--- src/rtl/pio_arbiter_pkg.sv ---
// pio_arbiter_pkg
// Shared definitions for the two-master PIO arbiter: bus widths, the
// arbiter state encoding and the register offsets of the PIO slave.
package pio_arbiter_pkg;

   localparam int ADDR_W = 3;
   localparam int DATA_W = 32;

   typedef enum logic {
      IDLE   = 1'b0,
      RDWAIT = 1'b1
   } state_e;

   // PIO slave register map (word offsets)
   localparam logic [ADDR_W-1:0] PIO_DATA = 3'd0;
   localparam logic [ADDR_W-1:0] PIO_DIR  = 3'd1;
   localparam logic [ADDR_W-1:0] PIO_SET  = 3'd4;
   localparam logic [ADDR_W-1:0] PIO_CLR  = 3'd5;

endpackage

--- src/rtl/pio_rr_grant.sv ---
// pio_rr_grant
// Combinational two-way round-robin grant.
// Ports:
//   req_i[1:0]    pending requesters
//   last_grant_i  index of the requester granted most recently
//   mask_i[1:0]   requesters currently allowed to win (lock ownership)
//   grant_o[1:0]  one-hot grant, zero when nothing eligible
module pio_rr_grant (
   input  logic [1:0] req_i,
   input  logic       last_grant_i,
   input  logic [1:0] mask_i,
   output logic [1:0] grant_o
);

   logic [1:0] elig;

   always_comb begin
      elig    = req_i & mask_i;
      grant_o = elig;
      // On a tie the requester that did not win last time goes next.
      if (elig == 2'b11) begin
         grant_o = last_grant_i ? 2'b01 : 2'b10;
      end
   end

endmodule

--- src/rtl/pio_arbiter.sv ---
// pio_arbiter
// Arbitrates two Avalon-style masters onto one PIO slave. Writes are
// issued and completed in the grant cycle; reads hold the arbiter in
// RDWAIT for one cycle and return registered data two cycles after
// acceptance.
// Ports:
//   clk, reset                     clock, synchronous active-high reset
//   mN_address/read/write/writedata  requester N command (N = 0,1)
//   mN_waitrequest                 low only in the cycle N's command is issued
//   mN_readdata/readdatavalid      registered read return to requester N
//   s_address/chipselect/write_n/writedata  PIO slave command
//   s_readdata                     PIO slave read data (cycle after chipselect)
//   mN_lock                        only with PIO_ARBITER_LOCK_EN: lock request
// Configuration: define PIO_ARBITER_LOCK_EN to add bus locking.
module pio_arbiter
   import pio_arbiter_pkg::*;
(
   input  logic              clk,
   input  logic              reset,
   input  logic [ADDR_W-1:0] m0_address,
   input  logic              m0_read,
   input  logic              m0_write,
   input  logic [DATA_W-1:0] m0_writedata,
   output logic              m0_waitrequest,
   output logic [DATA_W-1:0] m0_readdata,
   output logic              m0_readdatavalid,
   input  logic [ADDR_W-1:0] m1_address,
   input  logic              m1_read,
   input  logic              m1_write,
   input  logic [DATA_W-1:0] m1_writedata,
   output logic              m1_waitrequest,
   output logic [DATA_W-1:0] m1_readdata,
   output logic              m1_readdatavalid,
`ifdef PIO_ARBITER_LOCK_EN
   input  logic              m0_lock,
   input  logic              m1_lock,
`endif
   output logic [ADDR_W-1:0] s_address,
   output logic              s_chipselect,
   output logic              s_write_n,
   output logic [DATA_W-1:0] s_writedata,
   input  logic [DATA_W-1:0] s_readdata
);

   state_e            state_q, state_d;
   logic              last_grant_q, last_grant_d;
   logic              rd_owner_q, rd_owner_d;
   logic              m0_rdv_q, m1_rdv_q;
   logic [DATA_W-1:0] m0_rdata_q, m1_rdata_q;
   logic [1:0]        req, allow, grant;
   logic              issue, win, win_write;

   // Requests are only considered in IDLE; RDWAIT never issues.
   assign req       = {m1_read | m1_write, m0_read | m0_write} & {2{state_q == IDLE}};
   assign issue     = |grant;
   assign win       = grant[1];
   assign win_write = win ? m1_write : m0_write;

   pio_rr_grant u_grant (
      .req_i        (req),
      .last_grant_i (last_grant_q),
      .mask_i       (allow),
      .grant_o      (grant)
   );

`ifdef PIO_ARBITER_LOCK_EN
   logic own_vld_q, own_vld_d, own_id_q, own_id_d;
   logic win_lock, own_cmd, own_lock;

   always_comb begin
      own_vld_d = own_vld_q;
      own_id_d  = own_id_q;
      win_lock  = win ? m1_lock : m0_lock;
      own_cmd   = own_id_q ? (m1_read | m1_write) : (m0_read | m0_write);
      own_lock  = own_id_q ? m1_lock : m0_lock;
      if (issue) begin
         if (win_lock) begin
            own_vld_d = 1'b1;
            own_id_d  = win;
         end else if (own_vld_q && (win == own_id_q)) begin
            own_vld_d = 1'b0;
         end
      end else if ((state_q == IDLE) && own_vld_q && !own_lock && !own_cmd) begin
         // Owner went quiet with its lock released.
         own_vld_d = 1'b0;
      end
   end

   always_ff @(posedge clk) begin
      if (reset) begin
         own_vld_q <= 1'b0;
         own_id_q  <= 1'b0;
      end else begin
         own_vld_q <= own_vld_d;
         own_id_q  <= own_id_d;
      end
   end

   assign allow = !own_vld_q ? 2'b11 : (own_id_q ? 2'b10 : 2'b01);
`else
   assign allow = 2'b11;
`endif

   always_comb begin
      s_chipselect   = 1'b0;
      s_write_n      = 1'b1;
      s_address      = '0;
      s_writedata    = '0;
      m0_waitrequest = 1'b1;
      m1_waitrequest = 1'b1;
      state_d        = state_q;
      last_grant_d   = last_grant_q;
      rd_owner_d     = rd_owner_q;
      if (state_q == RDWAIT) begin
         state_d = IDLE;
      end else if (issue) begin
         s_chipselect = 1'b1;
         s_write_n    = ~win_write;
         s_address    = win ? m1_address : m0_address;
         s_writedata  = win ? m1_writedata : m0_writedata;
         if (win) m1_waitrequest = 1'b0;
         else     m0_waitrequest = 1'b0;
         last_grant_d = win;
         if (!win_write) begin
            state_d    = RDWAIT;
            rd_owner_d = win;
         end
      end
   end

   always_ff @(posedge clk) begin
      if (reset) begin
         state_q      <= IDLE;
         last_grant_q <= 1'b1;
         rd_owner_q   <= 1'b0;
         m0_rdv_q     <= 1'b0;
         m1_rdv_q     <= 1'b0;
         m0_rdata_q   <= '0;
         m1_rdata_q   <= '0;
      end else begin
         state_q      <= state_d;
         last_grant_q <= last_grant_d;
         rd_owner_q   <= rd_owner_d;
         // Slave data is valid during RDWAIT; capture it for the owner.
         m0_rdv_q     <= (state_q == RDWAIT) && !rd_owner_q;
         m1_rdv_q     <= (state_q == RDWAIT) && rd_owner_q;
         if ((state_q == RDWAIT) && !rd_owner_q) m0_rdata_q <= s_readdata;
         if ((state_q == RDWAIT) && rd_owner_q)  m1_rdata_q <= s_readdata;
      end
   end

   assign m0_readdata      = m0_rdata_q;
   assign m1_readdata      = m1_rdata_q;
   assign m0_readdatavalid = m0_rdv_q;
   assign m1_readdatavalid = m1_rdv_q;

endmodule

--- config.mk ---
export PLATFORM = sky130hd
export DESIGN_NAME = pio_arbiter
export DESIGN_NICKNAME = d
export VERILOG_FILES = /design/src/rtl/pio_arbiter_pkg.sv /design/src/rtl/pio_rr_grant.sv /design/src/rtl/pio_arbiter.sv
export SDC_FILE = /design/constraint.sdc
export NUM_CORES = 1
export LEC_CHECK = 0
export BUFFER_PORTS_ARGS = -buffer_cell sky130_fd_sc_hd__buf_2
export CORE_UTILIZATION = 35
export CTS_CLUSTER_DIAMETER = 80
export CTS_CLUSTER_SIZE = 25
export DETAILED_ROUTE_END_ITERATION = 8
export PLACE_DENSITY = 0.76
export SLEW_MARGIN = 20
export SYNTH_ARGS = -nofsm -noshare
export SYNTH_HDL_FRONTEND = slang
export SYNTH_HIERARCHICAL = 1
export SYNTH_SLANG_ARGS = --single-unit
--- constraint.sdc ---
create_clock -name clk -period 5.85 [get_ports clk]
set_input_delay 1.17 -clock clk [delete_from_list [all_inputs] [get_ports clk]]
set_output_delay 1.17 -clock clk [all_outputs]
set_load 0.01 [all_outputs]
== Word level (Yosys, flattened, before mapping) ==
Index checks and enable logic that the tools add are counted.
Cells by class
  multiplexer cells: 20
  reduce and logical (&&, ||, !) cells: 7
  bitwise operators: 6
  equality and inequality tests: 1
Operator list (number)
  $mux 32: 3
  $mux 1: 12
  $mux 3: 3
  $mux 2: 2
  $not 1->1: 3
  $reduce_and 3->1: 1
  $reduce_or 3->1: 1
  $and 2x2->2: 1
  $eq 2x2->1 const B: 1
  $logic_and 1x1->1: 2
  $or 1x1->1: 2
  $reduce_and 2->1: 1
  $reduce_or 2->1: 1
  $logic_not 1->1: 1
Word-level totals
  bits in registers: 69
  input bits: 108
  logic and storage cells: 41

== Depth between registers and ports, before layout ==
  depth after elaboration: 8
  mapped depth: 9

== Hierarchy ==
Netlist, hierarchy kept.
By module, submodules not included
  pio_arbiter: cells each 355, instances 1, area an instance 2846.5 µm², sequential area each 1381.3 µm²
  pio_rr_grant: cells each 3, instances 1, area an instance 20.0 µm², sequential area each 0.0 µm²

== Least setup slack after synthesis ==
No wires, ideal clock.
  kind: input port to output port
  from: input port m0_read
  to: output port s_address[0]
  required time: 4680 ps
  slack: 2250 ps
  cell stages on the path: 7
  path buffers: 2
  data arrival time: 2430 ps
  cell sequence: nor2_1 -> nor2_1 -> a31oi_1 -> nor2b_4 -> buf_6 -> buf_6 -> a22o_1
Between the ends
  word-level cells in the longest chain between the ends: 7
Ends and longest elaborated chain
  start, declared: line pio_arbiter.sv:21  | input logic m0_read,
  $or 1x1->1 (*): line pio_arbiter.sv:54  | assign req = {m1_read | m1_write, m0_read | m0_write} & {2{state_q == IDLE}};
  $and 2x2->2 (*): line pio_arbiter.sv:54
  net req[0]: line pio_arbiter.sv:50  | logic [1:0] req, allow, grant;
  $eq 2x2->1 (*): line pio_rr_grant.sv:21  | if (elig == 2'b11) begin
  $mux 2 (*): line pio_rr_grant.sv:21
  net grant[1]: line pio_arbiter.sv:50
  $mux 3 / $reduce_or 2->1 (equally long branches): line pio_arbiter.sv:119, pio_arbiter.sv:55
  $mux 3 (*): line pio_arbiter.sv:116  | end else if (issue) begin
  $mux 3 (*): line pio_arbiter.sv:114  | if (state_q == RDWAIT) begin
  end, declared: line pio_arbiter.sv:38  | output logic [ADDR_W-1:0] s_address,
Mark *: on every way through the listed nets, which the timed path passes. The rest lies on a longest branch.

== Worst setup path in the final report ==
  from: input port m0_write
  to: output port s_writedata[9]
Between the ends
  word-level cells in the longest chain between the ends: 7
Ends and longest elaborated chain
  start, declared: line pio_arbiter.sv:22  | input logic m0_write,
  $or 1x1->1 (*): line pio_arbiter.sv:54
  $and 2x2->2 (*): line pio_arbiter.sv:54
  net req[0]: line pio_arbiter.sv:50
  $eq 2x2->1 (*): line pio_rr_grant.sv:21
  $mux 2 (*): line pio_rr_grant.sv:21
  net grant[1]: line pio_arbiter.sv:50
  $mux 32 / $reduce_or 2->1 (equally long branches): line pio_arbiter.sv:120, pio_arbiter.sv:55
  $mux 32 (*): line pio_arbiter.sv:116
  $mux 32 (*): line pio_arbiter.sv:114
  end, declared: line pio_arbiter.sv:41  | output logic [DATA_W-1:0] s_writedata,
Marked as above.

==> results.cfg <==
[die]
die_h_um = 92.5
io_pins = 213
core-area_um2 = 7810
die_x_um = 92.5
rows = 32
die_area_um2 = 8560
start_util = 0.367

[global_route]
grt_usage = 0.214
gr-total-overflow = 0
grt_pass1_wl_um = 14100
grt_pass1_vias = 3007
grt_max_degree = 70
antenna_found_initial = 1

[setup_path]
end_kind = output pin
path_class = in -> out
crit_chain = buf_2 -> nor2_1 -> nor2_1 -> a31oi_1 -> nor2b_4 -> a22o_1 -> buf_2
cpPeakStageDelay_ns = 0.80
rrSetupSlack_ns = 3.52
slowest_stage = nor2b_4
cp.required_ns = 4.68
cp_max_fo = 38
worstSetupStartpointType = input pin
crit_arrival_ns = 3.24

[drt]
drt_iter0_drc = 122
drt_wl_total_um = 9250
vias_per_cell = 4.79
postRouteAntennaNets = 0
drtPass1Iterations = 4
drc = 0
wl_per_cell_um = 13.9
via_count = 3178

[yosys]
syn_area_per_cell_um2 = 8.01
synth-seq-area-share = 0.482
ys_ff_latch = 69
yosys.cell_types.count = 24
yosys_warnings = 6
syn_area_um2 = 2870
synthCells = 358

[timing]
worstMarginPinSlew_ns = 0.815
finalMaxSlewViolations = 0
fin_crit_ns = 4.41
period_share = 0.755
setup_viol = 0
max_freq_ghz = 0.227
whs_ns = 0.452
grt_setup_unrepaired = false
relSlewSlack = 0.456
skew_ns = 0.00632
setup_tns_ns = 0
hold_viol_final = 0

[power_and_ir_drop]
power_switching_uw = 293
p_leak_uw = 0.00200
power_frac_comb = 0.183
ir_worst_vdd_uv = 97.7
p_clk_frac = 0.360
seq_power_share = 0.457
p_per_area_nw_per_um2 = 261
switching_share = 0.273
intPower_uw = 781

[cts]
cts-buffers-inserted = 9
cts_resized = 0
cts.sinks = 69
clk_latency_ns = 0.34
htreeDepth = 3
cts_tree = done
post_cts.repair.setup_buffers = 0
clock-root-buffer = clkbuf_8
clockBufferDepth = 2
path_clk_slew_ns = 0.06
hold_buffers = 0

[final_layout]
drive_above_1_share = 0.422
final_cell_mix = buf_2 (211), nand2_1 (131), dfxtp_1 (69), a21oi_1 (66), a22o_1 (35)
syn2layout_area_growth_pct = 43.2
fin_nets = 664
final_common_cell = buf_2

[outcome]
status = complete, no violations

[placement]
place_congestion = 0.811
dp_hpwl_um = 6940
io_buffer_count = 212

[hold_path]
min_path_type = reg -> reg

[flow_run]
maxCapViolations = 0
## power groups by stage
stage          logic [µW]  clock network [µW]  registers (µW)
3_5_place_dp          197                   0             502
6_report              197                 386             491
3_3_place_gp          194                   0             501
4_1_cts               197                 396             491
2_1_floorplan         107                   0             506
5_1_grt               214                 414             492
## layout make-up
| type | instances | area [µm²] |
|---|---|---|
| clock inverters | 5 | 58.8 |
| inverters | 2 | 7.51 |
| multi-input cells | 258 | 1290 |
| clock buffers | 11 | 141 |
| well taps | 102 | 128 |
| repair buffers | 216 | 1090 |
| fillers | 769 | 3700 |
| diodes | 1 | 2.50 |
| flip-flops and latches | 69 | 1380 |
## state kept, by name, indices dropped and copies added, names as in the netlist
signal            flops
state_q               1
m0_readdata          32
rd_owner_q            1
m0_readdatavalid      1
last_grant_q          1
m1_readdata          32
m1_readdatavalid      1
## path summary, 6_finish.rpt
check | cells past startpoint | from | endpoint
max | 7 | m0_write | s_writedata[9]
min | 2 | m0_readdata[2] | m0_readdata[2]
max reg2reg | 5 | state_q | rd_owner_q
min reg2reg | 2 | m0_readdata[2] | m0_readdata[2]
## worst max-delay path: cells and delay by family
kind / cells / cell delay [ns]
buffers and inverters: 2 / 0.27
AO/OA/AOI/OAI: 2 / 0.83
AND/OR/NAND/NOR: 3 / 0.97
## cells in the mapped netlist
cell type	n	area share
buf_4	9	0.024
and2_1	1	0.0022
inv_1	1	0.0013
nor3_1	1	0.0017
nor2b_4	1	0.0048
nand2b_1	2	0.0044
o21ai_1	1	0.0017
clkbuf_1	6	0.0079
a31oi_1	1	0.0022
a22o_1	35	0.11
nor2b_1	2	0.0044
o211a_1	1	0.0035
nand2_1	131	0.17
nor2_1	9	0.012
conb_1	1	0.0013
a211o_1	1	0.0031
buf_6	4	0.016
nor2_4	1	0.0039
inv_2	1	0.0013
buf_2	12	0.021
nand2b_4	1	0.0048
mux2_2	1	0.0039
dfxtp_1	69	0.48
a21oi_1	66	0.12
## cells by family after synthesis
group                  share of synthesized area
and+or+nand+nor                            0.210
AOI/OAI and AO/OA                          0.233
DFF                                        0.482
buffers and inverters                     0.0707
muxes                                    0.00393
other                                    0.00131
## per-stage QoR
step	worst slack [ns]	total power [µW]	instance area [µm²]	utilization	instances
after floorplan	2.25	613	2870	-	360
after global placement	1.52	695	3900	0.500	647
after detailed placement	1.45	699	3900	0.500	647
after CTS	1.45	1080	4100	0.525	663
after global routing	1.23	1120	4110	0.526	664
final	1.44	1070	4110	0.526	664
## layer usage
| metal | global-route usage | part of all wire |
|---|---|---|
| met2 | 0.396 | 0.51 |
| met1 | 0.227 | 0.39 |
| met4 | 0.0911 | 0.024 |
| met5 | 0 | 0 |
| met3 | 0.0558 | 0.071 |
Note: power is estimated with default switching activity, not from simulation.
